[src/rtl/sync_pkg.sv]
// Shared types and default constants for the toggle-handshake request sender
// and its helpers.
package sync_pkg;

  typedef enum logic [1:0] {
    IDLE     = 2'd0,
    WAIT_ACK = 2'd1,
    ERR      = 2'd2
  } state_t;

  localparam int DEF_CNT_W       = 4;
  localparam int DEF_SYNC_STAGES = 2;
  localparam int DEF_TIMEOUT_CYC = 1024;

endpackage

[src/rtl/sync_nff.sv]
// Generic N-flop single-bit synchronizer with synchronous active-high reset.
module sync_nff #(
  parameter int STAGES = 2
) (
  input  logic clk,
  input  logic reset,
  input  logic d,
  output logic q
);

  logic [STAGES-1:0] ff;

  always_ff @(posedge clk) begin
    if (reset) begin
      ff <= '0;
    end else begin
      ff <= {ff[STAGES-2:0], d};
    end
  end

  assign q = ff[STAGES-1];

endmodule

[src/rtl/sync_req_tx.sv]
// Toggle-handshake event sender with a pending-event counter.
// Optional acknowledge timeout enabled by defining SYNC_REQ_TX_TIMEOUT_EN.
module sync_req_tx
  import sync_pkg::*;
#(
  parameter int CNT_W       = DEF_CNT_W,
  parameter int SYNC_STAGES = DEF_SYNC_STAGES,
  parameter int TIMEOUT_CYC = DEF_TIMEOUT_CYC
) (
  input  logic             clk_in,
  input  logic             reset,
  input  logic             pulse_in,
  input  logic             ack_toggle_in,
  output logic             req_toggle,
  output logic             busy,
  output logic [CNT_W-1:0] pending_cnt,
  output logic             done,
  output logic             overflow,
  output logic             timeout_err
);

  localparam logic [CNT_W-1:0] CNT_ONE = CNT_W'(1);

  if (SYNC_STAGES < 2 || SYNC_STAGES > 4 || TIMEOUT_CYC < 1) begin : g_param_check
    $error("sync_req_tx: illegal parameter value");
  end

  state_t state;
  logic   ack_s;
  logic   launch;
  logic   full;

  sync_nff #(
    .STAGES(SYNC_STAGES)
  ) u_ack_sync (
    .clk   (clk_in),
    .reset (reset),
    .d     (ack_toggle_in),
    .q     (ack_s)
  );

  assign launch = (state == IDLE) && ((pending_cnt != '0) || pulse_in);
  assign full   = &pending_cnt;

  // A pulse arriving on a launch cycle is consumed by that launch, so the
  // count only moves when exactly one of the two happens.
  always_ff @(posedge clk_in) begin
    if (reset) begin
      pending_cnt <= '0;
      overflow    <= 1'b0;
    end else begin
      overflow <= 1'b0;
      if (pulse_in && !launch) begin
        if (full) begin
          overflow <= 1'b1;
        end else begin
          pending_cnt <= pending_cnt + CNT_ONE;
        end
      end else if (!pulse_in && launch) begin
        pending_cnt <= pending_cnt - CNT_ONE;
      end
    end
  end

`ifdef SYNC_REQ_TX_TIMEOUT_EN
  localparam int          TW     = (TIMEOUT_CYC > 1) ? $clog2(TIMEOUT_CYC) : 1;
  localparam logic [TW-1:0] T_LAST = TW'(TIMEOUT_CYC - 1);

  logic [TW-1:0] tcnt;
`endif

  // Transfer completes when the synchronized ack catches up with req_toggle.
  always_ff @(posedge clk_in) begin
    if (reset) begin
      state      <= IDLE;
      req_toggle <= 1'b0;
      busy       <= 1'b0;
      done       <= 1'b0;
`ifdef SYNC_REQ_TX_TIMEOUT_EN
      tcnt        <= '0;
      timeout_err <= 1'b0;
`endif
    end else begin
      done <= 1'b0;
      case (state)
        IDLE: begin
          if (launch) begin
            req_toggle <= ~req_toggle;
            busy       <= 1'b1;
            state      <= WAIT_ACK;
`ifdef SYNC_REQ_TX_TIMEOUT_EN
            tcnt       <= '0;
`endif
          end
        end
        WAIT_ACK: begin
          if (ack_s == req_toggle) begin
            done  <= 1'b1;
            busy  <= 1'b0;
            state <= IDLE;
          end
`ifdef SYNC_REQ_TX_TIMEOUT_EN
          else if (tcnt == T_LAST) begin
            busy        <= 1'b0;
            timeout_err <= 1'b1;
            state       <= ERR;
          end else begin
            tcnt <= tcnt + TW'(1);
          end
`endif
        end
`ifdef SYNC_REQ_TX_TIMEOUT_EN
        ERR: begin
        end
`endif
        default: begin
          busy  <= 1'b0;
          state <= IDLE;
        end
      endcase
    end
  end

`ifndef SYNC_REQ_TX_TIMEOUT_EN
  assign timeout_err = 1'b0;
`endif

endmodule

[config.mk]
export PLATFORM = sky130hd
export DESIGN_NAME = sync_req_tx
export DESIGN_NICKNAME = d
export VERILOG_FILES = /design/src/rtl/sync_pkg.sv /design/src/rtl/sync_nff.sv /design/src/rtl/sync_req_tx.sv
export SDC_FILE = /design/constraint.sdc
export NUM_CORES = 1
export LEC_CHECK = 0
export BUFFER_PORTS_ARGS = -buffer_cell sky130_fd_sc_hd__buf_2
export CORE_AREA = 2 2 39 41
export DETAILED_ROUTE_END_ITERATION = 6
export DIE_AREA = 0 0 41 43
export SETUP_SLACK_MARGIN = 0.02
export SYNTH_ARGS = -nofsm -noshare
export SYNTH_HDL_FRONTEND = slang
export SYNTH_SLANG_ARGS = --single-unit
[constraint.sdc]
create_clock -name clk_in -period 2.1 [get_ports clk_in]
set_clock_uncertainty 0.1 [all_clocks]
set_input_delay 0.525 -clock clk_in [delete_from_list [all_inputs] [get_ports clk_in]]
set_output_delay 0.525 -clock clk_in [all_outputs]
set_load 0.005 [all_outputs]
==> results of run 1 <==
## worst reg2reg max path, stage by stage (launching register included)
cell and delay [ps]:
dfxtp_1 470, nand2_2 150, xor2_1 170, ha_1 200, nor4b_2 290, o21ai_1 80, nor3b_2 150
## metal layers
layer	vias to the layer above	wire length (um)
met5	-	0
met4	0	17
met3	2	46
met2	10	369
met1	172	372
li1	192	-
## logic make-up after synthesis
kind of cell             after synthesis  synth area share (%)
AND/OR/NAND/NOR                       21                  30.2
flip-flops                            10                  43.5
AO/OA/AOI/OAI                          8                  12.8
XOR/XNOR                               4                  7.61
buffers and inverters                  2                  2.45
adder cells (fa/ha/maj)                1                  2.72
other                                  1                 0.814
## cell usage in the layout (no fill, tap or decap), drive strengths merged
master | netlist | layout
nor4 | 1 | 1
or2 | 1 | 1
dfxtp | 10 | 10
buf | 1 | 11
and4 | 1 | 1
clkbuf | 1 | 4
nand2 | 2 | 2
a41oi | 1 | 1
nor4b | 1 | 1
nor3b | 4 | 4
xor2 | 2 | 2
o21ai | 1 | 1
a21oi | 3 | 3
conb | 1 | 1
nor2 | 6 | 6
o22ai | 1 | 1
nor3 | 3 | 3
a31o | 1 | 1
ha | 1 | 1
a32oi | 1 | 1
xnor2 | 2 | 2
nor2b | 2 | 2
## worst paths after layout
kind / from / endpoint
setup reg to reg: busy / pending_cnt[2]
hold reg to reg: u_ack_sync.ff[0] / u_ack_sync.ff[1]
setup / recovery: busy / pending_cnt[2]
hold / removal: u_ack_sync.ff[0] / u_ack_sync.ff[1]
## power groups by stage
stage          Sequential, uW  Combinational [uW]  Clock (uW)
5_1_grt                   318                 313         185
2_1_floorplan             305                 196           0
3_5_place_dp              313                 272           0
3_3_place_gp              312                 267           0
4_1_cts                   307                 275         176
6_report                  307                 271         171
## area by class of cell
| type | count | area, sq um |
|---|---|---|
| fill | 143 | 823 |
| multi-input combinational | 35 | 249 |
| sequential | 10 | 200 |
| timing repair buffer | 11 | 55.1 |
| clock buffer | 4 | 36.3 |
| tap | 16 | 20.0 |
## flip-flops by register name (all words and copies together) (netlist names)
signal and count:
overflow 1, done 1, pending_cnt 4, busy 1, u_ack_sync.ff 2, req_toggle 1
## through the flow
stage	hold slack (ps)	instances	worst slack, ps
floorplan	314	47	428
global placement	324	72	258
detailed placement	324	72	225
CTS	352	76	362
global route	358	76	220
finish	344	76	373
==> results.yml, run 1 <==
global_route:
  grtUsageTotal_pct: 11.5
  busiest_layer: "met2"
  grtUsageMet1_pct: 14.6
  gr-total-overflow: 0
  grt_pass1_wl_um: 1350
  antenna_found_initial: 0
  grt_max_degree: 11
  met3_usage_pct: 4.71
  first_global_vias: 353
  use_met2_pct: 15.9
setup_path:
  cp-end-kind: "flop"
  crit_arrival_ps: 1770
  crit_required_ps: 2150
  crit_path_max_fanout: 8
  cp_num_buf_inv: 0
  regToRegSetupSlack_ps: 370
  cp_top_family: "simple AND/OR/NAND/NOR gates"
  cp-start-kind: "flop"
  rr_worst_depth: 6
  slowest_delay_ps: 470
  critPathKind: "reg -> reg"
  crit_slowest_cell: "dfxtp_1"
  cp_num_cells: 6
  path_cells: "nand2_2 -> xor2_1 -> ha_1 -> nor4b_2 -> o21ai_1 -> nor3b_2"
logic_synthesis:
  ys_warn_count: 0
  synthTopCellsByArea: "dfxtp_1 43%, nor3b_2 5.4%, nor2_1 4.9%"
  synthFlopType: "dfxtp_1"
  synth.most_common_cell: "dfxtp_1"
  synth-seq-cells: 10
  synth_area_sq_um: 460
  ys_seq_area_share_pct: 43.5
  async_flop_share_pct: 0
  syn-num-nets: 52
  synth_top_area_share_pct: 43.5
  synth_area_per_cell_sq_um: 9.80
  synth.distinct_cells: 24
  synth.largest_area_cell: "dfxtp_1"
  netlist_top_cells_count: "10 x dfxtp_1, 6 x nor2_1, 3 x a21oi_1, 3 x nor3_1"
  synth_edf_count: 0
  syn_inst: 47
floorplan:
  die_area_sq_um: 1760
  core_area_sq_um: 1380
  initial_core_util_pct: 33.3
  die_h_um: 43
  io-pin-count: 13
  chipWidth_um: 41
  core.rowCount: 14
power_and_ir_drop:
  power.share.clock_pct: 22.8
  p_int_uw: 480
  ir_drop_mv: 0.682
  pwr-share-comb_pct: 36.2
  swShare_pct: 35.8
  p_per_area_nw_per_um2: 1330
  total_power_uw: 748
  seqPwrFrac_pct: 41.0
  p_sw_uw: 268
  p_leak_uw: 0.000234
sta:
  period_share_pct: 82.2
  setup-tns-final_ps: 0
  finalHoldViolCount: 0
  setup_viol: 0
  max_freq_mhz: 579
  rsz0062_at_grt: "no"
  finalCriticalPeriod_ps: 1730
  slew_viol_final: 0
route:
  via_per_inst: 4.95
  wire_per_inst_um: 10.6
  firstDrtPassIters: 4
  num_vias: 376
  drtAntennaViolNets: 0
  drtIter0Drc: 4
  drt_wl_total_um: 805
  drcViolationCount: 0
finish:
  layout-drive-gt1-share_pct: 35.0
  final_cell_area_sq_um: 561
  nNetsFinal: 66
  fin_util_pct: 40.5
  area_delta_synth_final_pct: 21.7
  diodes: 0
place:
  gp_congestion: 0.708
  dpl.hpwl_um: 637
  numPortBuffers: 11
  placed_area_sq_um: 524
clock_network:
  ctsHoldBuffers: 0
  clkTransAtPathRegs_ps: 70
  clockBufferDepth: 2
  post_cts_buffers: 0
  cts_buffers: 3
  worstSkewPairLatency_ps: 270
  htreeDepth: 1
  cts.sinks: 10
  ctsResizeCount: 0
  clockRootBuffer: "clkbuf_4"
  cts_tree: "built"
outcome:
  outcome: "completed"
worst_hold_path:
  whs_path_depth: 1
  hp-class: "reg -> reg"
flow_run:
  drv_cap: 0
(Power assumes the default switching activity.)
==> run 2: changes to the inputs <==
- clock period: 2.1 -> 1.8 ns (I/O delays scaled with it)
==> run 2 against run 1 <==
  * Via count up 2.4%
  * Combinational power grew 25%
  * Final cell count increased by 1.3%
  * Utilization grew 0.090 points
  * Largest cell class unchanged
  * Total power rose by 12%
  * Sequential power up 14%
  * Largest power group unchanged
==> results.yml, run 2 (same netlist as run 1, synthesis figures left out) <==
floorplan:
  initial_core_util_pct: 33.3
  io-pin-count: 13
  core.rowCount: 14
  die_h_um: 43
  core_area_sq_um: 1380
  die_area_sq_um: 1760
  chipWidth_um: 41
finish:
  multi_input_area_sq_um: 249
  nNetsFinal: 68
  largestRegisters: "pending_cnt: 4 flops, u_ack_sync.ff: 2 flops"
  final_cell_area_sq_um: 562
  final_cell_mix: "11 x buf_2, 10 x dfxtp_1, 6 x nor2_1"
  largest_register_ffs: 4
  nFillCells: 145
  fin_util_pct: 40.6
  area_delta_synth_final_pct: 22.0
  final_common_cell: "buf_2"
  diodes: 0
  layout-drive-gt1-share_pct: 36.1
  top_register: "pending_cnt"
  regArea_sq_um: 200
  fin_cells: 77
place:
  placed_cells: 74
  numPortBuffers: 11
  placed_area_sq_um: 539
  gp_congestion: 0.760
  dpl.hpwl_um: 594
global_route:
  grtUsageTotal_pct: 12.3
  grt_max_degree: 11
  grt_pass1_wl_um: 1380
  first_global_vias: 320
  gr-total-overflow: 0
  antenna_found_initial: 0
setup_path:
  startpoint: "pending_cnt[1]"
  r2r-start: "pending_cnt[1]"
  crit_path_max_fanout: 7
  crit_arrival_ps: 1570
  critPathKind: "reg -> reg"
  cp-end-kind: "flop"
  crit_required_ps: 1850
  cp-start-kind: "flop"
route:
  via_per_inst: 5.00
  m1WireLength_um: 385
  drt_wl_total_um: 837
  drtAntennaViolNets: 0
  wire_per_inst_um: 10.9
  wl_met3_um: 44
  num_vias: 385
  wl_met2_um: 374
  drcViolationCount: 0
  firstDrtPassIters: 3
  dr.max_layer_used: "met4"
  drtIter0Drc: 10
flow_run:
  drv_cap: 0
sta:
  setup_viol: 0
  max_freq_mhz: 659
  finalHoldViolCount: 0
  finalCriticalPeriod_ps: 1520
  rsz0062_at_grt: "no"
  slew_viol_final: 0
  period_share_pct: 84.3
  setup-tns-final_ps: 0
  fin_hold_ws_ps: 296
worst_hold_path:
  hp-class: "in -> reg"
  min_from: "ack_toggle_in"
outcome:
  outcome: "completed"
clock_network:
  cts.sinks: 10
  clkTransAtPathRegs_ps: 60
  ctsResizeCount: 0
  cts_tree: "built"
  worstSkewPairLatency_ps: 260
  clockBufferDepth: 2
  clockRootBuffer: "clkbuf_4"
  htreeDepth: 1
  post_cts_buffers: 0
  cts_buffers: 3
  ctsHoldBuffers: 0
power_and_ir_drop:
  p_leak_uw: 0.000236
  ir_drop_mv: 0.793
  p_per_area_nw_per_um2: 1490
## run 2: area by class of cell
| type | count | share of cell area, % |
|---|---|---|
| Clock buffer | 3 | 4.01 |
| Tap cell | 16 | 3.56 |
| Timing Repair Buffer | 13 | 12.5 |
| Multi-Input combinational cell | 35 | 44.3 |
| Sequential cell | 10 | 35.6 |
## run 2: path summary, 6_finish.rpt
path	endpoint	slack [ps]	cells past startpoint
worst min-delay path	u_ack_sync.ff[0]	300	2
worst min register to register	u_ack_sync.ff[1]	340	1
worst max-delay path	pending_cnt[2]	280	5
worst max register to register	pending_cnt[2]	280	5
## run 2: worst max-delay path: stages, from the launching register on
cell	delay (ps)
dfxtp_1	460
xor2_1	110
ha_1	200
nor4b_2	290
o21ai_1	80
nor3b_2	160
## run 2: per-stage QoR
stage,setup WS [ps],power (uW)
after global placement,96.6,693
final,283,838
after floorplan,166,584
after global routing,151,910
after detailed placement,63.4,695
after CTS,284,846
## run 2: power breakdown
part           internal (uW)  switching [uW]  total, uW
Clock                   77.1            72.4        149
Combinational            179             160        339
Sequential               273            75.9        349
Total                    530             308        838
## run 2: per-layer routing
layer	vias up	global-route usage, %
met1	173	15.3
met2	12	15.0
li1	196	-
met5	-	0
met3	4	4.71
met4	0	12.0
